$ cat src/rtl/vga_text_renderer.sv
`default_nettype none
// ============================================================================
//  Module   : vga_text_renderer
//  Purpose  : 80x30 text-mode pixel generator for 640x480 VGA timing; looks up
//             char RAM and font ROM and drives RGB444 with re-aligned syncs.
//             Optional blinking underline cursor: define VGA_TEXT_CURSOR_EN.
//  Revision : 1.0 - initial release
// ============================================================================
module vga_text_renderer #(
  parameter int COLS       = 80,
  parameter int ROWS       = 30,
  parameter int BLINK_LOG2 = 5
) (
  input  logic        clk,
  input  logic        rst,
  input  logic [9:0]  vga_x,
  input  logic [8:0]  vga_y,
  input  logic        video_on,
  input  logic        hs_in,
  input  logic        vs_in,
  output logic [11:0] char_addr,
  input  logic [15:0] char_data,
  output logic [11:0] font_addr,
  input  logic [7:0]  font_data,
  input  logic [6:0]  cursor_col,
  input  logic [4:0]  cursor_row,
  output logic [11:0] rgb,
  output logic        hs_out,
  output logic        vs_out
);

  function automatic logic [11:0] palette(input logic [3:0] idx);
    logic [3:0] bright;
    bright  = idx[3] ? 4'h5 : 4'h0;
    palette = {(idx[2] ? 4'hA : 4'h0) | bright,
               (idx[1] ? 4'hA : 4'h0) | bright,
               (idx[0] ? 4'hA : 4'h0) | bright};
  endfunction

  // S0: cell coordinates and char RAM address (row*80 = row*64 + row*16)
  logic [6:0]  col_s0;
  logic [4:0]  row_s0;
  logic [11:0] char_addr_d;
  logic        hit_d;

  assign col_s0      = vga_x[9:3];
  assign row_s0      = vga_y[8:4];
  assign char_addr_d = {1'b0, row_s0, 6'b0} + {3'b0, row_s0, 4'b0} + {5'b0, col_s0};
  assign char_addr   = rst ? 12'd0 : char_addr_d;

  // S1 state
  logic [2:0]  x1_q;
  logic [3:0]  y1_q;
  logic        von1_q;
  logic        hit1_q;
  logic        hs1_q;
  logic        vs1_q;

  // S2 state
  logic [2:0]  x2_q;
  logic [3:0]  fg2_q;
  logic [3:0]  bg2_q;
  logic        von2_q;
  logic        hit2_q;
  logic        hs2_q;
  logic        vs2_q;

  logic [11:0] rgb_q;
  logic        cursor_on;
  logic        pix_d;
  logic [3:0]  idx_d;
  logic [11:0] rgb_d;

  // char_data arrives during S1, so the font address is formed directly from it
  assign font_addr = rst ? 12'd0 : {char_data[7:0], y1_q};

  always_comb begin
    pix_d = font_data[3'd7 - x2_q] | cursor_on;
    idx_d = pix_d ? fg2_q : bg2_q;
    rgb_d = von2_q ? palette(idx_d) : 12'h000;
  end

  always_ff @(posedge clk) begin
    if (rst) begin
      x1_q   <= 3'd0;
      y1_q   <= 4'd0;
      von1_q <= 1'b0;
      hit1_q <= 1'b0;
      hs1_q  <= 1'b1;
      vs1_q  <= 1'b1;
      x2_q   <= 3'd0;
      fg2_q  <= 4'd0;
      bg2_q  <= 4'd0;
      von2_q <= 1'b0;
      hit2_q <= 1'b0;
      hs2_q  <= 1'b1;
      vs2_q  <= 1'b1;
      rgb_q  <= 12'h000;
    end else begin
      x1_q   <= vga_x[2:0];
      y1_q   <= vga_y[3:0];
      von1_q <= video_on;
      hit1_q <= hit_d;
      // Syncs already lag the coordinates by one cycle, so two stages suffice
      hs1_q  <= hs_in;
      vs1_q  <= vs_in;
      x2_q   <= x1_q;
      fg2_q  <= char_data[11:8];
      bg2_q  <= char_data[15:12];
      von2_q <= von1_q;
      hit2_q <= hit1_q;
      hs2_q  <= hs1_q;
      vs2_q  <= vs1_q;
      rgb_q  <= rgb_d;
    end
  end

  assign rgb    = rgb_q;
  assign hs_out = hs2_q;
  assign vs_out = vs2_q;

`ifdef VGA_TEXT_CURSOR_EN
  localparam logic [BLINK_LOG2-1:0] c_cnt_one = BLINK_LOG2'(1);

  logic                  vs_prev_q;
  logic [BLINK_LOG2-1:0] frame_cnt_q;
  logic                  blink_q;

  // Underline occupies the bottom two scanlines of the cursor cell
  assign hit_d = (col_s0 == cursor_col) && (row_s0 == cursor_row) &&
                 (vga_y[3:1] == 3'b111);

  always_ff @(posedge clk) begin
    if (rst) begin
      vs_prev_q   <= 1'b1;
      frame_cnt_q <= '0;
      blink_q     <= 1'b0;
    end else begin
      vs_prev_q <= vs_in;
      if (vs_prev_q && !vs_in) begin
        frame_cnt_q <= frame_cnt_q + c_cnt_one;
        if (&frame_cnt_q) begin
          blink_q <= ~blink_q;
        end
      end
    end
  end

  assign cursor_on = hit2_q & blink_q;
`else
  logic unused_cursor;

  assign hit_d         = 1'b0;
  assign cursor_on     = 1'b0;
  assign unused_cursor = (^{cursor_col, cursor_row}) ^ (BLINK_LOG2 > 0);
`endif

  // Geometry is fixed by 640x480 timing; the parameters document it
  logic unused_geom;
  assign unused_geom = (COLS != 80) | (ROWS != 30);

endmodule
`default_nettype wire

$ cat config.mk
export PLATFORM = sky130hd
export DESIGN_NAME = vga_text_renderer
export DESIGN_NICKNAME = d
export VERILOG_FILES = /design/src/rtl/vga_text_renderer.sv
export SDC_FILE = /design/constraint.sdc
export NUM_CORES = 1
export LEC_CHECK = 0
export ABC_CLOCK_PERIOD_IN_PS = 11200
export CAP_MARGIN = 20
export CORE_ASPECT_RATIO = 1.75
export CORE_MARGIN = 2
export CORE_UTILIZATION = 30
export CTS_CLUSTER_SIZE = 16
export DETAILED_ROUTE_END_ITERATION = 8
export PLACE_DENSITY = 0.71
export SETUP_SLACK_MARGIN = 0.15
export SLEW_MARGIN = 20
export SYNTH_ARGS = -nofsm -noshare
export SYNTH_HDL_FRONTEND = slang
export SYNTH_SLANG_ARGS = --single-unit
$ cat constraint.sdc
create_clock -name clk -period 11.2 [get_ports clk]
set_clock_uncertainty 0.15 [all_clocks]
set_input_delay 3.36 -clock clk [delete_from_list [all_inputs] [get_ports clk]]
set_output_delay 3.36 -clock clk [all_outputs]
set_load 0.01 [all_outputs]
# ---- Word-level counts from Yosys, hierarchy flattened
# Cells that the tools add are included.
dict set report op_classes {
  n_addsub 3
  mul 0
  n_div 0
  magnitude_cmp 1
  eq_ne 0
  shifts 0
  muxes 9
  bitwise_logic 4
  n_reduce_logical 1
}
# op n
set ops {}
lappend ops {{$mux 12} 2}
lappend ops {{$mux 4} 4}
lappend ops {{$add 11x9->12} 1}
lappend ops {{$add 12x7->12} 1}
lappend ops {{$or 4x3->4} 3}
lappend ops {{$lt 3x4->1 const B} 1}
lappend ops {{$bmux 1 s3} 1}
lappend ops {{$mux 3} 1}
lappend ops {{$sub 3x3->3 const A} 1}
lappend ops {{$reduce_or 2->1} 1}
lappend ops {{$mux 1} 1}
lappend ops {{$not 1->1} 1}
dict set report totals {
  ff_bits 36
  latchBits 0
  ramBits 0
  rom_bits 0
  inputBits 60
  wordCells 30
  n_memories 0
}

# ---- Logic depth before layout (Yosys ltp)
dict set report depth {
  depth_word 6
  mapped_depth 8
}

# ---- Worst setup path after synthesis
# No wires, ideal clock.
dict set report synth_timing {
  kind {input to output}
  start {input port vga_x[9]}
  end {output port char_addr[10]}
  arrival_time_ns 5.006
  required_ns 7.690
  setup_slack_ns 2.684
  cell_stages 8
  path_buffers 0
  path_cell_list {inv_1 > fa_1 > inv_1 > ha_1 > a21oi_1 > o21ai_0 > mux2i_1 > o311ai_0}
}
dict set report synth_via {
  elab_chain_len 2
}
# item line_no
set synth_rtl {}
lappend synth_rtl {{start, declared} 16} ;# input logic [9:0] vga_x,
lappend synth_rtl {{$add 12x7->12} 48} ;# assign char_addr_d = {1'b0, row_s0, 6'b0} + {3'b0, row_s0, 4'b0} + {5'b0, col_s0};
lappend synth_rtl {{$mux 12} 49} ;# assign char_addr = rst ? 12'd0 : char_addr_d;
lappend synth_rtl {{end, declared} 21} ;# output logic [11:0] char_addr,
# Every way passes these cells.

# ---- Worst setup path after layout
dict set report layout_timing {
  start {input port vga_x[9]}
  end {output port char_addr[8]}
}
# Same word-level chain as after synthesis.

==> flow_summary.yaml <==
synth:
  netlist_area_um2: 1370
  syn_nets: 209
  yosysTopAreaCell: "dfxtp_1"
  yosysTopAreaCellShare_pct: 41.1
  syn_avg_cell_area_um2: 9.89
  synth_warnings: 0
  synthTopCellsByArea: "dfxtp_1 (41%), nor2b_1 (18%), ha_1 (8.2%), buf_4 (4.4%), mux4_1 (3.8%)"
  yosysSeqAreaShare_pct: 41.1
  synth.ff_latch_count: 28
  ys_types: 24
  syn-instance-count: 138
critical_path:
  worstPathBufferInverterCount: 4
  cpPeakStageDelay_ns: 0.60
  critical_path.cell_chain: "clkdlybuf4s50_1 > inv_1 > fa_1 > inv_1 > ha_1 > a21oi_1 > o21ai_0 > a211oi_1 > clkdlybuf4s50_1"
  cp.required_ns: 7.69
  critical-path-top-delay-family: "buffers and inverters"
  worstReg2RegEnd: "rgb[3]"
  crit_type: "primary input to primary output"
  path_max_fanout: 2
  crit_slowest_cell: "clkdlybuf4s50_1"
  cp-startpoint: "vga_x[9]"
  endpoint_kind: "primary output"
  critPathArrivalTime_ns: 6.10
  crit_path_start_kind: "primary input"
  r2r-start: "x2_q[0]"
  reg2regPathDepth: 4
  rrSetupSlack_ns: 9.43
  crit_cells: 9
global_route:
  grt_pass1_vias: 1106
  grt_usage_pct: 12.4
  grt_antenna_before_repair: 0
  gr-total-overflow: 0
  grt_pass1_wl_um: 4750
  grt_max_degree: 50
pwr:
  pwr_density_cell_nw_per_um2: 108
  seq_power_share_pct: 43.0
  ir_drop_mv: 0.0898
  p_switching_uw: 54.0
  p_leak_nw: 0.913
  power_frac_comb_pct: 25.2
  p_int_uw: 191
  p_clk_share_pct: 31.8
  swShare_pct: 22.1
place:
  pre_cts_ws_ns: 1.54
  place.port_buffers: 85
  gp_congestion: 0.779
  placedInstanceArea_um2: 2200
  dp_hpwl_um: 2470
  dpl.cell_count: 261
final_layout:
  drive_gt1_share_pct: 4.67
  final_net_count: 286
  fin_cells: 265
  diodes: 0
  utilization_pct: 51.5
  area_growth_pct: 66.1
  final_cell_area_um2: 2270
sta:
  hold_viol: 0
  fmax_mhz: 104
  layout_setup_ws_ns: 1.59
  slew_headroom_pct: 47.5
  rsz0062_at_grt: "no"
  finalSetupViolCount: 0
  finalCritPeriodShare_pct: 85.8
  slew_violations: 0
  fin_setup_tns_ns: 0
  tightest_slew_ns: 0.788
  fin_crit_ns: 9.61
job:
  maxCapViolCount: 0
clocking:
  cts-buffers-inserted: 3
  cts_max_level: 1
  clock-sinks: 28
  postCtsResizedCells: 0
  clock_latency_ns: 0.27
  clockRootBuffer: "clkbuf_8"
  cts_tree: "done"
  ctsHoldBuffers: 0
  clk_pin_slew_worst_paths_ns: 0.09
  cts_buffer_depth: 2
  post_cts_buffers: 0
worst_hold_path:
  hold_path_depth: 1
  hold_end: "hs_out"
  hold_class: "register to register"
  hp-start: "hs1_q"
floorplanning:
  ios: 98
  die_height_um: 93.2
  die_width_um: 55.0
  start_util_pct: 31.0
  core_area_um2: 4400
  rows: 32
  dieArea_um2: 5130
routing:
  wl_um: 3000
  dr_total_vias: 1154
  drtIter0Drc: 7
  vias_per_cell: 4.35
  wl_per_cell_um: 11.3
  detail-route-antenna-nets: 0
  first_pass_iters: 3
  drt_drc_violations_left: 0
run_status:
  status: "finished clean"
==> worst max path at each step <==
stage and to:
2_1_floorplan char_addr[10], 3_3_place_gp char_addr[8], 3_5_place_dp char_addr[8], 4_1_cts char_addr[8], 5_1_grt char_addr[8], 6_report char_addr[8]
==> layout by cell type (no fill, tap or decap), drive strengths merged <==
cell type,instances
a211oi,1
a21oi,1
a31oi,1
and3,1
and4,1
buf,1
bufinv,1
clkbuf,3
clkdlybuf4s50,84
dfxtp,28
fa,2
ha,9
inv,9
mux2i,6
mux4,2
nand2,3
nand2b,2
nor2,6
nor2b,40
nor3,4
o211a,1
o21a,2
o21ai,1
o311ai,1
or2,4
==> kinds of logic (layout without fill, tap and decap cells) <==
logic type	Yosys count	count (layout)	share of synthesized area, %
AO/OA/AOI/OAI	8	8	4.22
adder cells (fa/ha/maj)	11	11	11.2
buffers and inverters	22	98	8.25
flip-flops	28	28	41.1
multiplexers	8	8	9.17
AND/OR/NAND/NOR	61	61	26.1
==> worst register-to-register path: cells and delay by family, from the launching register on <==
kind,cells,cell delay [ns]
muxes,3,1.10
DFF,1,0.36
and+or+nand+nor,1,0.06
==> cell usage after synthesis <==
| cell | n |
|---|---|
| a211oi_1 | 1 |
| a21oi_1 | 1 |
| a31oi_1 | 1 |
| and3_1 | 1 |
| and4_1 | 1 |
| buf_4 | 8 |
| clkbuf_1 | 5 |
| dfxtp_1 | 28 |
| fa_1 | 2 |
| ha_1 | 9 |
| inv_1 | 9 |
| mux2i_1 | 5 |
| mux2i_4 | 1 |
| mux4_1 | 2 |
| nand2_1 | 3 |
| nand2b_1 | 2 |
| nor2_1 | 6 |
| nor2b_1 | 40 |
| nor3_1 | 4 |
| o211a_1 | 1 |
| o21a_1 | 2 |
| o21ai_0 | 1 |
| o311ai_0 | 1 |
| or2_2 | 4 |
==> state kept, by name (all words and copies together) (netlist names) <==
register / cells
bg2_q: 4
fg2_q: 4
hs1_q: 1
hs_out: 1
rgb: 4
von1_q: 1
von2_q: 1
vs1_q: 1
vs_out: 1
x1_q: 3
x2_q: 3
y1_q: 4
==> power by group through the flow <==
stage          Combinational (mW)  Clock, mW  Sequential (mW)
2_1_floorplan              0.0282          0            0.107
3_3_place_gp               0.0613          0            0.107
3_5_place_dp               0.0625          0            0.108
4_1_cts                    0.0627     0.0797            0.105
5_1_grt                    0.0683     0.0836            0.106
6_report                   0.0615     0.0779            0.105
==> area by class of cell <==
cell class	instances	area, um2
clock inverters	1	30.0
inverters	9	33.8
flip-flops and latches	28	561
clock buffers	3	41.3
well taps	51	63.8
multi-input cells	88	692
repair buffers	85	846
fillers	420	2140
==> metrics by stage <==
step                total power, mW  hold slack, ns
detailed placement            0.170           0.245
CTS                           0.248           0.269
global placement              0.169           0.244
finish                        0.244           0.266
floorplan                     0.136           0.239
global route                  0.258           0.274
==> metal layers <==
metal | wire [um] | track usage [%] | share of wire, %
met1 | 1120 | 14.2 | 37
met2 | 1670 | 22.1 | 56
met3 | 172 | 2.08 | 5.7
met4 | 44 | 4.07 | 1.5
met5 | 0 | 0 | 0
No activity file was read; power rests on OpenSTA's default activity.
==> patch: new RTL, same flow settings <==
The option `VGA_TEXT_CURSOR_EN` is turned on by a define.
--- a/src/rtl/vga_text_renderer.sv
+++ b/src/rtl/vga_text_renderer.sv
@@ -8,2 +8,4 @@
 // ============================================================================
+`define VGA_TEXT_CURSOR_EN
+
 module vga_text_renderer #(
Check against the original RTL: no difference found for any inputs over 10 cycles, from zero or initial values and one cycle with rst high; that may be too few to reach the edited logic, so the function may still have changed.
==> patch against the unedited design <==
  * Routed wire length is 34% higher
  * Utilization decreased by 2.1 points
  * Hold slack better by 0.0048 ns
  * Worst setup slack improved by 0.035 ns
  * Synthesized cell count rose by 38%
  * Synthesized area increased by 32%
  * Sequential cell count rose by 8
  * Power is 24% higher
  * Cell area is 27% higher
==> patch: results (changes against the unedited design) <==
qor: status.outcome finished clean
qor: logic_synthesis.synth.cells.most_frequent 44 x sky130_fd_sc_hd__nor2b_1, 36 x sky130_fd_sc_hd__dfxtp_1, 14 x sky130_fd_sc_hd__xnor2_1
qor: logic_synthesis.compound_cell_area_share_of_the_yosys_netlist 3.89% [-0.33 points]
qor: logic_synthesis.synth_seq_area_share 40.0% [-1.1 points]
qor: finish.final_nets 351 [+23%]
qor: cts.htree_num_levels 2 [+1]
qor: pwr.p_leak 1.13 nW [+24%]
qor: global_route.grt_pass1_vias 1,584 [+43%]
qor: finish.drive_gt1_share 5.02% [+0.35 points]
qor: place.portBuffers 97 [+14%]
qor: global_route.globalRouteTotalUtil 12.3% [-0.11 points]
qor: drt.detailed_route_wire_length 4010 um [+34%]
qor: logic_synthesis.post_synth_cell_types 31 [+29%]
qor: pwr.irDropWorstVdd 44.5 uV [-50%]
qor: finish.fillers 571 [+36%]
qor: setup_path.critical_path_peak_fanout 3 [+1]
qor: global_route.grt_first_pass_wirelength 6600 um [+39%]
qor: global_route.grt_max_degree 57 [+14%]
qor: finish.num_antenna_cells 0 [unchanged]
qor: logic_synthesis.synth.top_cells.by_area sky130_fd_sc_hd__dfxtp_1 40%, sky130_fd_sc_hd__nor2b_1 15%, sky130_fd_sc_hd__ha_1 6.9%
qor: logic_synthesis.post_synth_net_total 262 [+25%]
qor: drt.route.vias.total 1,548 [+34%]
qor: drt.drt-initial-drc-count 19 [+12]
qor: logic_synthesis.synthXorXnorAreaFrac 8.75% [+8.8 points]
qor: sta.slew_headroom 64.5% [+17 points]
qor: logic_synthesis.yosys-mux-area-fraction 5.49% [-3.7 points]
qor: setup_path.crit_path_start vga_y[4]
patch: changes by cell type after synthesis, sizes merged, moves of 2 or more:
| cell | unedited run | this run |
|---|---|---|
| nand4 | 0 | 5 |
| nand2 | 3 | 10 |
| nor2 | 6 | 8 |
| dfxtp | 28 | 36 |
| xor2 | 0 | 4 |
| xnor2 | 0 | 14 |
| nor2b | 40 | 44 |
| nand3 | 0 | 2 |
| buf | 8 | 10 |
patch: logic make-up (layout without fill, tap and decap cells):
| kind of cell | Yosys count | count (layout) |
|---|---|---|
| adders and majority gates | 12 | 12 |
| AOI/OAI and AO/OA | 9 | 9 |
| DFF | 36 | 36 |
| muxes | 7 | 7 |
| buffers and inverters | 26 | 115 |
| and+or+nand+nor | 82 | 82 |
| xor gates and xnor gates | 18 | 18 |
patch: per-layer routing:
| metal | global-route usage [%] | part of all wire, % | up-vias |
|---|---|---|---|
| met5 | 0 | 0 | - |
| met4 | 5.71 | 1.3 | 0 |
| met3 | 2.65 | 7.5 | 4 |
| met2 | 25.4 | 56 | 70 |
| met1 | 10.7 | 35 | 692 |
| li1 | - | - | 782 |
patch: power breakdown:
part	switching, mW	internal [mW]
clock network	0.0407	0.0547
registers	0.00180	0.133
logic	0.0272	0.0466
total	0.0697	0.235
patch: final timing paths:
path,cells past startpoint,to,slack [ns]
min,1,hs_out,0.27
max reg2reg,4,rgb[9],9.41
min reg2reg,1,hs_out,0.27
max,10,char_addr[10],1.63
patch: area by class of cell:
| class | count | area (um^2) | share of cell area [%] |
|---|---|---|---|
| timing repair buffer | 98 | 973 | 33.8 |
| multi-input combinational | 128 | 953 | 33.1 |
| sequential | 36 | 721 | 25.0 |
| tap | 78 | 97.6 | 3.39 |
| clock buffer | 7 | 96.3 | 3.35 |
| inverter | 10 | 37.5 | 1.30 |
patch: worst reg2reg max path: cells and delay by family, from the launching register on:
kind	cells	cell delay, ns
DFF	1	0.37
AOI/OAI and AO/OA	1	0.35
muxes	2	0.66
and+or+nand+nor	1	0.14
patch: stage by stage:
stage / worst slack [ns] / util (%) / hold slack [ns] / cells / area [um^2]
finish: 1.63 / 49.4 / 0.271 / 357 / 2880
global route: 1.37 / 49.4 / 0.289 / 357 / 2880
CTS: 1.59 / 49.4 / 0.277 / 357 / 2880
detailed placement: 1.59 / 47.7 / 0.256 / 350 / 2780
global placement: 1.62 / 47.7 / 0.248 / 350 / 2780
floorplan: 2.67 / - / 0.239 / 190 / 1800
